===== src/rtl/muldiv_unit.sv =====
`default_nettype none
// +--------------------------------------------------------------------------+
// | muldiv_unit : iterative MULT/MULTU/DIV/DIVU with HI/LO, single-cycle MTxx |
// | Option MULDIV_FAST_MUL_EN: one-cycle combinational multiply. Rev 1.0     |
// +--------------------------------------------------------------------------+
module muldiv_unit #(
  parameter int WIDTH = 32
) (
  input  logic             clk,
  input  logic             rst_n,
  input  logic             in_valid,
  output logic             in_ready,
  input  logic [2:0]       op,
  input  logic [WIDTH-1:0] src_a,
  input  logic [WIDTH-1:0] src_b,
  input  logic             flush,
  output logic             busy,
  output logic             done,
  output logic [WIDTH-1:0] hi,
  output logic [WIDTH-1:0] lo
);
  localparam int CW = $clog2(WIDTH) + 1;

  typedef enum logic [1:0] {
    S_IDLE = 2'd0,
    S_RUN  = 2'd1,
    S_FIX  = 2'd2
  } state_t;

  state_t               r_state;
  logic [2*WIDTH-1:0]   r_acc;
  logic [WIDTH-1:0]     r_b;
  logic [CW-1:0]        r_cnt;
  logic                 r_is_div;
  logic                 r_neg_q;
  logic                 r_neg_r;
  logic [WIDTH-1:0]     r_hi;
  logic [WIDTH-1:0]     r_lo;
  logic                 r_done;

  logic                 w_accept;
  logic                 w_muldiv;
  logic                 w_signed;
  logic [WIDTH-1:0]     w_abs_a;
  logic [WIDTH-1:0]     w_abs_b;
  logic [WIDTH:0]       w_mul_sum;
  logic [WIDTH:0]       w_shift;
  logic [WIDTH:0]       w_diff;
  logic                 w_ge;
  logic [WIDTH-1:0]     w_new_rem;
  logic [2*WIDTH-1:0]   w_prod;
  logic [WIDTH-1:0]     w_quo;
  logic [WIDTH-1:0]     w_rem;
  logic [WIDTH-1:0]     w_fix_hi;
  logic [WIDTH-1:0]     w_fix_lo;

  assign in_ready = (r_state == S_IDLE);
  assign busy     = (r_state != S_IDLE);
  assign done     = r_done;
  assign hi       = r_hi;
  assign lo       = r_lo;

  assign w_accept = in_valid && in_ready && !flush;
  assign w_muldiv = ~op[2];
  assign w_signed = ~op[0];
  assign w_abs_a  = (w_signed && src_a[WIDTH-1]) ? -src_a : src_a;
  assign w_abs_b  = (w_signed && src_b[WIDTH-1]) ? -src_b : src_b;

  // Multiply: r_b holds the multiplicand, r_acc low half the multiplier bits.
  assign w_mul_sum = {1'b0, r_acc[2*WIDTH-1:WIDTH]} + (r_acc[0] ? {1'b0, r_b} : '0);

  // Divide: r_acc = {partial remainder, dividend/quotient bits}, r_b = divisor.
  assign w_shift   = {r_acc[2*WIDTH-1:WIDTH], r_acc[WIDTH-1]};
  assign w_diff    = w_shift - {1'b0, r_b};
  assign w_ge      = (w_shift >= {1'b0, r_b});
  assign w_new_rem = w_ge ? w_diff[WIDTH-1:0] : w_shift[WIDTH-1:0];

`ifdef MULDIV_FAST_MUL_EN
  logic [2*WIDTH-1:0] w_fast_prod;
  assign w_fast_prod = {{WIDTH{1'b0}}, w_abs_a} * {{WIDTH{1'b0}}, w_abs_b};
`endif

  assign w_prod = r_neg_q ? -r_acc : r_acc;
  assign w_quo  = r_neg_q ? -r_acc[WIDTH-1:0] : r_acc[WIDTH-1:0];
  assign w_rem  = r_neg_r ? -r_acc[2*WIDTH-1:WIDTH] : r_acc[2*WIDTH-1:WIDTH];

  // A zero divisor leaves the dividend magnitude in the remainder, so the
  // sign-corrected remainder is the original src_a; only lo needs overriding.
  always_comb begin
    w_fix_hi = w_prod[2*WIDTH-1:WIDTH];
    w_fix_lo = w_prod[WIDTH-1:0];
    if (r_is_div) begin
      w_fix_hi = w_rem;
      w_fix_lo = (r_b == '0) ? '1 : w_quo;
    end
  end

  always_ff @(posedge clk or negedge rst_n) begin
    if (!rst_n) begin
      r_state  <= S_IDLE;
      r_acc    <= '0;
      r_b      <= '0;
      r_cnt    <= '0;
      r_is_div <= 1'b0;
      r_neg_q  <= 1'b0;
      r_neg_r  <= 1'b0;
      r_hi     <= '0;
      r_lo     <= '0;
      r_done   <= 1'b0;
    end else begin
      r_done <= 1'b0;
      case (r_state)
        S_IDLE: begin
          if (w_accept) begin
            if (w_muldiv) begin
              r_is_div <= op[1];
              r_neg_q  <= w_signed & (src_a[WIDTH-1] ^ src_b[WIDTH-1]);
              r_neg_r  <= w_signed & src_a[WIDTH-1];
              r_cnt    <= '0;
              if (op[1]) begin
                r_b     <= w_abs_b;
                r_acc   <= {{WIDTH{1'b0}}, w_abs_a};
                r_state <= S_RUN;
              end else begin
                r_b     <= w_abs_a;
`ifdef MULDIV_FAST_MUL_EN
                r_acc   <= w_fast_prod;
                r_state <= S_FIX;
`else
                r_acc   <= {{WIDTH{1'b0}}, w_abs_b};
                r_state <= S_RUN;
`endif
              end
            end else if (op == 3'b100) begin
              r_hi <= src_a;
            end else if (op == 3'b101) begin
              r_lo <= src_a;
            end
          end
        end
        S_RUN: begin
          if (flush) begin
            r_state <= S_IDLE;
          end else begin
            if (r_is_div)
              r_acc <= {w_new_rem, r_acc[WIDTH-2:0], w_ge};
            else
              r_acc <= {w_mul_sum, r_acc[WIDTH-1:1]};
            r_cnt <= r_cnt + 1'b1;
            if (r_cnt == CW'(WIDTH - 1))
              r_state <= S_FIX;
          end
        end
        S_FIX: begin
          r_state <= S_IDLE;
          if (!flush) begin
            r_hi   <= w_fix_hi;
            r_lo   <= w_fix_lo;
            r_done <= 1'b1;
          end
        end
        default: r_state <= S_IDLE;
      endcase
    end
  end
endmodule
`default_nettype wire


===== config.mk =====
export PLATFORM = sky130hd
export DESIGN_NAME = muldiv_unit
export DESIGN_NICKNAME = d
export VERILOG_FILES = /design/src/rtl/muldiv_unit.sv
export SDC_FILE = /design/constraint.sdc
export NUM_CORES = 1
export LEC_CHECK = 0
export BUFFER_PORTS_ARGS = -buffer_cell sky130_fd_sc_hd__buf_4
export CAP_MARGIN = 20
export CORE_UTILIZATION = 65
export CTS_CLUSTER_SIZE = 20
export DETAILED_ROUTE_END_ITERATION = 7
export GPL_ROUTABILITY_DRIVEN = 0
export PLACE_DENSITY_LB_ADDON = 0.08
export SLEW_MARGIN = 15
export SYNTH_ARGS = -nofsm -noshare
export SYNTH_HDL_FRONTEND = slang
export SYNTH_SLANG_ARGS = --single-unit

===== constraint.sdc =====
create_clock -name clk -period 6.7 [get_ports clk]
set_input_delay 0.335 -clock clk [delete_from_list [all_inputs] [get_ports clk]]
set_output_delay 0.335 -clock clk [all_outputs]
set_load 0.05 [all_outputs]

======== After elaboration in Yosys (flattened, before gate mapping) ========
Index checks and enable logic that the tools add are counted.
word-level totals
  register bits after elaboration ......... 172
  input port bits ......................... 71
  output and inout bits ................... 67
  logic and storage cells ................. 92
operators by class
  $add $sub $neg .......................... 8
  order comparisons ....................... 1
  eq/ne operators ......................... 14
  multiplexer cells ....................... 39
  bitwise operators ....................... 5
  reductions and logical operators ........ 15
operator list
  kind                                                                    count
  32-bit 2-to-1 mux                                                       20
  64-bit 2-to-1 mux                                                       5
  32-bit negation                                                         4
  32-bit one-hot mux with 2 select lines                                  2
  64-bit one-hot mux with 2 select lines                                  1
  64-bit negation                                                         1
  32-bit by 32-bit adder with 33-bit output                               1
  33-bit by 32-bit >= comparator with 1-bit output                        1
  32-bit logical NOT                                                      1
  32-bit subtractor                                                       1
  6-bit 2-to-1 mux                                                        3
  6-bit one-hot mux with 2 select lines                                   1
  2-bit 2-to-1 mux                                                        4
  2-bit by 1-bit != test with 1-bit output (second input constant)        4
  2-bit != test (second input constant)                                   4
  6-bit by 1-bit adder with 6-bit output (second input constant)          1
  3-bit equality test (second input constant)                             2
  6-bit by 5-bit equality test with 1-bit output (second input constant)  1
  3-bit AND reduction                                                     2
  6-bit AND reduction                                                     1
  2-bit nonzero test                                                      3
  5-bit AND reduction                                                     1
  1-bit logical AND                                                       4
  2-bit one-hot mux with 2 select lines                                   1
  10 further kinds                                                        13

======== Longest topological paths before layout ========
Gate-level depths: netlist of run 1.
  depth in word-level cells ............... 7
  depth in mapped cells ................... 14
  gate-level depth less buffers ........... 13

======== Least setup slack after synthesis of run 1 ========
Ideal clock, no wire load.
  path kind ............................... register to register
  start ................................... register r_acc[0]
  end ..................................... register r_acc[63]
  setup time .............................. 0.130 ns
  arrival time ............................ 3.188 ns
  required time ........................... 6.570 ns
  setup slack ............................. 3.382 ns
  stages on the path, launching flop included .. 14
  path buffers ............................ 1
  period minus slack after synthesis ...... 3.318 ns
  cells stage by stage .................... dfrtp_1 > inv_1 > clkbuf_1 > nor2_1 > ha_1 > a21oi_1 > nand2_1 > o311ai_0 > a21boi_0 > a31oi_1 > a311oi_1 > nor2_1 > a2111oi_0 > o41ai_1
on the way
  cells in the longest elaborated chain, start to end .. 5
RTL lines
  what                                       line  text
  start: declaration                         31    logic [2*WIDTH-1:0] r_acc;
  start signal: assignment                   122   r_acc <= {{WIDTH{1'b0}}, w_abs_a};
  start signal: assignment                   130   r_acc <= {{WIDTH{1'b0}}, w_abs_b};
  start signal: assignment                   146   r_acc <= {w_new_rem, r_acc[WIDTH-2:0], w_ge};
  32-bit 2-to-1 mux                          70    assign w_mul_sum = {1'b0, r_acc[2*WIDTH-1:WIDTH]} + (r_acc[0] ? {1'b0, r_b} : '0);
  32-bit by 32-bit adder with 33-bit output  70
  64-bit 2-to-1 mux                          145   if (r_is_div)
  64-bit 2-to-1 mux                          142   if (flush) begin
  64-bit one-hot mux with 2 select lines     112   case (r_state)
No other way between the ends. The select of a mux whose other input is x is not followed.
A chain may end at the register's enable or synchronous reset.

======== Final worst setup path of run 1 ========
Ends and elaborated chain as after synthesis.

==> results.toml, run 1 <==
[synth]
async_flop_share_pct = 100
synth_warnings = 0
synth-edff-count = 0
yosys-top-cells-area = "dfrtp_1 28%, o21ai_0 7.3%, xnor2_1 6.7%, nand2_1 6.5%, a21oi_1 5.7%"
synth_cell_types = 75
synth_fp_nets = 2191
synth_area_per_cell_um2 = 7.47
yosysSeqAreaShare_pct = 28.1
ys.flop_type = "dfrtp_1"
synth_top_area_share_pct = 28.1
synth_area_leader_cell = "dfrtp_1"
ys_seq_elements = 172
netlist_area_um2 = 15300
netlist_instances = 2049

[final_layout]
final_area_um2 = 17000
drive_gt1_share_pct = 10.4
nNetsFinal = 2237
fin_util_pct = 74.5
diodes = 0
areaGrowthSynthToFinish_pct = 11.3

[global_routing]
grt_pass1_wl_um = 82600
grt_max_degree = 107
grt_pass1_vias = 14700
grt_usage_pct = 44.5
grt.overflow.total = 0
antenna_found_initial = 2

[critical_path]
ff2ff_path_depth = 12
worst_path_most_repeated_cell = "nor2_1"
cp-start-kind = "register"
slowest_stage = "inv_1"
ff2ff_setup_slack_ns = 1.98
cp_data_required_time_ns = 7.04
r2r_end = "r_acc[63]"
critical_path_arrival_ns = 5.05
critPathCaptureType = "register"
rr_startpoint = "r_acc[0]"
critPathMaxStageDelay_ns = 0.83
crit_path_cell_trace = "inv_1 > nor2_1 > ha_1 > a21oi_1 > nand2_1 > o311ai_0 > a21boi_0 > a31oi_1 > a311oi_1 > nor2_1 > a2111oi_0 > o41ai_1"
cp_max_fo = 31
crit_type = "reg -> reg"

[placed_design]
placed_area_um2 = 16400
hpwl_um = 40300
post-place-ws_ns = 2.16
io_buffers = 137

[floorplan]
core_um2 = 22800
rows = 55
die_w_um = 155
die_h_um = 155
die_area_um2 = 24200
start_util_pct = 67.0
io_pins = 138

[clock_network]
path_clk_slew_ns = 0.08
cts_root_buf = "clkbuf_16"
clock_latency_ns = 0.45
ctsLongestPathBuffers = 2
htreeDepth = 4
cts_repair_resize_count = 0
cts_tree = "built"
numCtsBuffers = 17
cts.sinks = 172

[detailed_routing]
viasPerCell = 6.86
first_pass_iters = 7
dr.first_iter.drc_count = 2146
drt_wl_total_um = 53800
ant_nets = 0
drcViolationCount = 0
num_vias = 16600
routedWlPerCell_um = 22.2

[sta]
hold_viol = 0
report.final.slew_viol_count = 0
clock-skew-final_ns = 0.0148
fin_setup_tns_ns = 0
rsz0062_at_grt = "false"
finalCritPeriodShare_pct = 70.4
setup_violations = 0
period_minus_slack_ns = 4.72
tightest_slew_ns = 1.37
timing.final.ws_setup_ns = 1.98
slew_headroom_pct = 7.57
fmax_mhz = 212

[outcome]
status = "finished, final reports clean"

[min_path]
hold_path_class = "in -> reg"
min-delay-start = "op[0]"
hold-path-endpoint = "r_neg_q"
hold_path_depth = 2

[job]
drv_cap = 0

[pwr]
p_leak_nw = 7.50
power_density_nw_per_um2 = 402
vdd_ir_drop_max_uv = 205
==> worst max-delay path by stage <==
stage | from | to | cells past startpoint
after global routing | r_acc[0] | r_acc[63] | 12
after global placement | r_acc[0] | r_acc[63] | 12
after CTS | r_acc[0] | r_acc[63] | 12
after floorplan | r_acc[0] | r_acc[63] | 13
final | r_acc[0] | r_acc[63] | 12
after detailed placement | r_acc[0] | r_acc[63] | 12
==> sequential cells by signal, indices dropped and copies added, names as in the netlist, 2 cells and up <==
name and flops:
lo 32, r_state 2, r_cnt 6, r_b 32
hi 32, r_acc 64
==> cell families after synthesis <==
| group | share of synthesized area, % |
|---|---|
| and+or+nand+nor | 21.7 |
| DFF | 28.1 |
| muxes | 3.50 |
| adders and majority gates | 5.90 |
| buffers and inverters | 4.90 |
| xor gates and xnor gates | 10.0 |
| AOI/OAI and AO/OA | 25.9 |
==> Yosys cell counts, drive strengths merged (7+ instances only) <==
master	instances
or4	14
nor4	25
xnor2	117
nand2b	22
or3	17
xor2	58
or2	7
mux2i	49
nand3	33
a31oi	25
o41ai	12
a211oi	9
nand4	25
o22ai	40
a22o	14
inv	67
o221ai	7
a221oi	8
and2	13
o21ai	227
o211ai	21
dfrtp	172
nor2b	11
a21oi	174
clkbuf	111
nand2	265
a21o	35
nor2	219
o21a	9
buf	19
and3	12
ha	69
nor3	40
o31ai	22
a21boi	7
nor3b	10
==> area by class of cell <==
class / count / area, µm²
inverters: 68 / 255
flip-flops and latches: 172 / 4310
clock inverters: 14 / 143
well taps: 313 / 392
multi-input cells: 1679 / 10300
clock buffers: 18 / 439
repair buffers: 157 / 1200
fillers: 1854 / 5820
==> layout by cell type, fill, tap and decap left out, types with 10 or more instances in the layout <==
| master | instances |
|---|---|
| and3_1 | 12 |
| xor2_1 | 58 |
| nand2_1 | 265 |
| a31oi_1 | 25 |
| nor3_1 | 39 |
| or3_1 | 17 |
| inv_1 | 67 |
| buf_4 | 154 |
| o21ai_0 | 222 |
| clkbuf_16 | 17 |
| o211ai_1 | 21 |
| o41ai_1 | 11 |
| ha_1 | 69 |
| o31ai_1 | 20 |
| nor3b_1 | 10 |
| nor2_1 | 218 |
| nor4_1 | 25 |
| nand4_1 | 25 |
| dfrtp_1 | 171 |
| nor2b_1 | 10 |
| nand2b_1 | 21 |
| o22ai_1 | 40 |
| a21oi_1 | 173 |
| mux2i_1 | 49 |
| xnor2_1 | 117 |
| a22o_1 | 14 |
| nand3_1 | 33 |
| and2_1 | 12 |
| a21o_1 | 35 |
| or4_1 | 12 |
==> stage by stage <==
step / hold WS [ns] / total power [mW] / cells
after floorplan: 0.0394 / 4.52 / 2049
after global placement: 0.319 / 5.55 / 2386
after detailed placement: 0.323 / 5.65 / 2386
after CTS: 0.190 / 6.67 / 2419
after global routing: 0.198 / 7.19 / 2421
final: 0.201 / 6.84 / 2421
==> worst max-delay path: cells and delay by family (launching register included) <==
kind,cells,cell delay [ns]
buffers and inverters,1,0.83
flip-flops,1,0.47
adder cells (fa/ha/maj),1,0.39
AO/OA/AOI/OAI,7,2.54
AND/OR/NAND/NOR,3,0.36
==> report_power, final <==
| group | switching, mW | internal (mW) |
|---|---|---|
| Combinational | 2.53 | 1.45 |
| Sequential | 0.521 | 1.32 |
| Clock | 0.512 | 0.506 |
==> metal layers <==
layer / track usage, % / vias to the layer above / part of all wire (%)
met1: 60.8 / 7670 / 38
met4: 21.9 / 2 / 5.4
met5: 0 / - / 0.024
met2: 64.3 / 1293 / 41
met3: 12.5 / 228 / 15
li1: - / 7410 / -
==> what timing repair did <==
action / in CTS / in global routing
hold buffers: 1 / 0
buffers inserted: 0 / 0
hold endpoints to repair: 53 / 0
(Power assumes the default switching activity.)
==> run 2: changes to the inputs <==
--- a/config.mk
+++ b/config.mk
@@ -7,7 +7,7 @@
 export LEC_CHECK = 0
 export BUFFER_PORTS_ARGS = -buffer_cell sky130_fd_sc_hd__buf_4
 export CAP_MARGIN = 20
-export CORE_UTILIZATION = 65
+export CORE_UTILIZATION = 62
 export CTS_CLUSTER_SIZE = 20
 export DETAILED_ROUTE_END_ITERATION = 7
 export GPL_ROUTABILITY_DRIVEN = 0
==> constraint.sdc (replaced) <==
create_clock -name clk -period 4.4 [get_ports clk]
set_input_delay 0.22 -clock clk [delete_from_list [all_inputs] [get_ports clk]]
set_output_delay 0.22 -clock clk [all_outputs]
set_load 0.05 [all_outputs]
==> results.toml, run 2 (synthesis results as in run 1) <==
[floorplan]
core_um2 = 24200
rows = 57
die_h_um = 159
start_util_pct = 63.1
io_pins = 138
die_area_um2 = 25300
die_w_um = 159

[final_layout]
diodes = 0
mostFrequentLayoutCell = "nand2_1"
nNetsFinal = 2250
areaGrowthSynthToFinish_pct = 12.2
drive_gt1_share_pct = 11.0
largest_register_ffs = 64
fin_util_pct = 70.8
top_register = "r_acc"
final_cell_mix = "265 x nand2_1, 222 x o21ai_0, 217 x nor2_1"

[critical_path]
crit_type = "reg -> reg"
path_buf_inv = 2
critPathCaptureType = "register"
cp_max_fo = 26
crit_path_cell_trace = "inv_1 > buf_4 > nor2_1 > ha_1 > a21oi_1 > nand2b_1 > o311ai_0 > a21boi_0 > a31oi_1 > a311oi_1 > nor2_1 > a2111oi_0 > o41ai_1"
cp-start-kind = "register"
slowest_stage = "a311oi_1"
critical_path_arrival_ns = 4.44
crit_start = "r_acc[0]"
cp_data_required_time_ns = 4.72
worst_path_most_repeated_cell = "nor2_1"
critPathMaxStageDelay_ns = 0.55
rr_startpoint = "r_acc[0]"
cp_top_family = "compound AO/OA/AOI/OAI gates"

[detailed_routing]
ant_nets = 0
viasPerCell = 6.72
drcViolationCount = 0
num_vias = 16400
first_pass_iters = 8
dr.first_iter.drc_count = 2260
routedWlPerCell_um = 22.4
drt_wl_total_um = 54900

[global_routing]
grt.overflow.total = 0
antenna_found_initial = 2
grt_pass1_wl_um = 85300
grt_max_degree = 107
grt_usage_pct = 43.4
grt_pass1_vias = 15100

[clock_network]
clock_latency_ns = 0.45
numCtsBuffers = 17
path_clk_slew_ns = 0.08
htreeDepth = 4
cts_repair_resize_count = 0
ctsLongestPathBuffers = 2
cts_tree = "built"
cts_root_buf = "clkbuf_16"
cts.sinks = 172

[pwr]
p_int_mw = 5.10
power_density_nw_per_um2 = 613
p_leak_nw = 7.58
vdd_ir_drop_max_uv = 313
pwr-share-comb_pct = 59.7
swShare_pct = 51.5
clockPowerShare_pct = 15.1
seq_power_share_pct = 25.2
p_switching_mw = 5.42

[sta]
clock-skew-final_ns = 0.0141
fmax_mhz = 242
hold_viol = 0
period_minus_slack_ns = 4.13
finalCritPeriodShare_pct = 93.8
rsz0062_at_grt = "false"
setup_violations = 0
report.final.slew_viol_count = 0
fin_setup_tns_ns = 0
tightest_slew_ns = 1.07
slew_headroom_pct = 28.8

[outcome]
status = "finished, final reports clean"

[min_path]
min-delay-start = "op[0]"
hold_path_class = "in -> reg"

[placed_design]
hpwl_um = 41600
io_buffers = 137

[job]
drv_cap = 0
run 2: cell types whose count changed in the layout (fill, tap and decap cells not counted), sizes merged:
cell and delta:
bufinv +1, clkbuf -1, inv -1, buf +13, clkinv +1
run 2: per-stage QoR:
step | hold slack, ns | area, µm² | cells | total power [mW] | setup slack, ns
6_report | 0.110 | 17200 | 2445 | 10.5 | 0.275
5_1_grt | 0.0969 | 17200 | 2445 | 11.1 | 0.0551
4_1_cts | 0.0812 | 17200 | 2444 | 10.3 | 0.425
3_5_place_dp | 0.378 | 16500 | 2411 | 8.70 | 0.445
3_3_place_gp | 0.376 | 16500 | 2411 | 8.57 | 0.547
2_1_floorplan | -0.0756 | 15300 | 2049 | 6.88 | 1.08
run 2: per-layer routing:
metal / global-route usage [%] / routed length (µm)
met5: 0 / 13
met2: 61.0 / 22300
met3: 13.6 / 7950
met4: 21.6 / 2840
met1: 60.0 / 21800
run 2: path summary, 6_finish.rpt:
path	endpoint	slack [ns]	depth (start not counted)
max	r_acc[63]	0.27	13
min	r_neg_q	0.11	2
max reg2reg	r_acc[63]	0.27	13
min reg2reg	r_state[1]	0.47	1
max in group asynchronous	lo[14]	2.83	3
min in group asynchronous	r_acc[60]	0.44	2
run 2: layout make-up:
cell class              count  area, µm²
clock buffers              17        425
clock inverters            15        179
fillers                  2060       7070
inverters                  68        255
multi-input cells        1679      10300
flip-flops and latches    172       4310
well taps                 324        405
repair buffers            170       1310
run 2: repair_timing:
item | in CTS | in global routing
endpoints found under the hold margin | 93 | 0
hold buffers | 1 | 0
buffers inserted | 0 | 0
run 2: power by group through the flow:
stage | clock network (mW) | registers [mW] | logic [mW]
floorplan | 0 | 3.01 | 3.86
finish | 1.59 | 2.66 | 6.28
global route | 1.65 | 2.70 | 6.76
detailed placement | 0 | 2.64 | 6.06
CTS | 1.59 | 2.61 | 6.10
global placement | 0 | 2.62 | 5.95
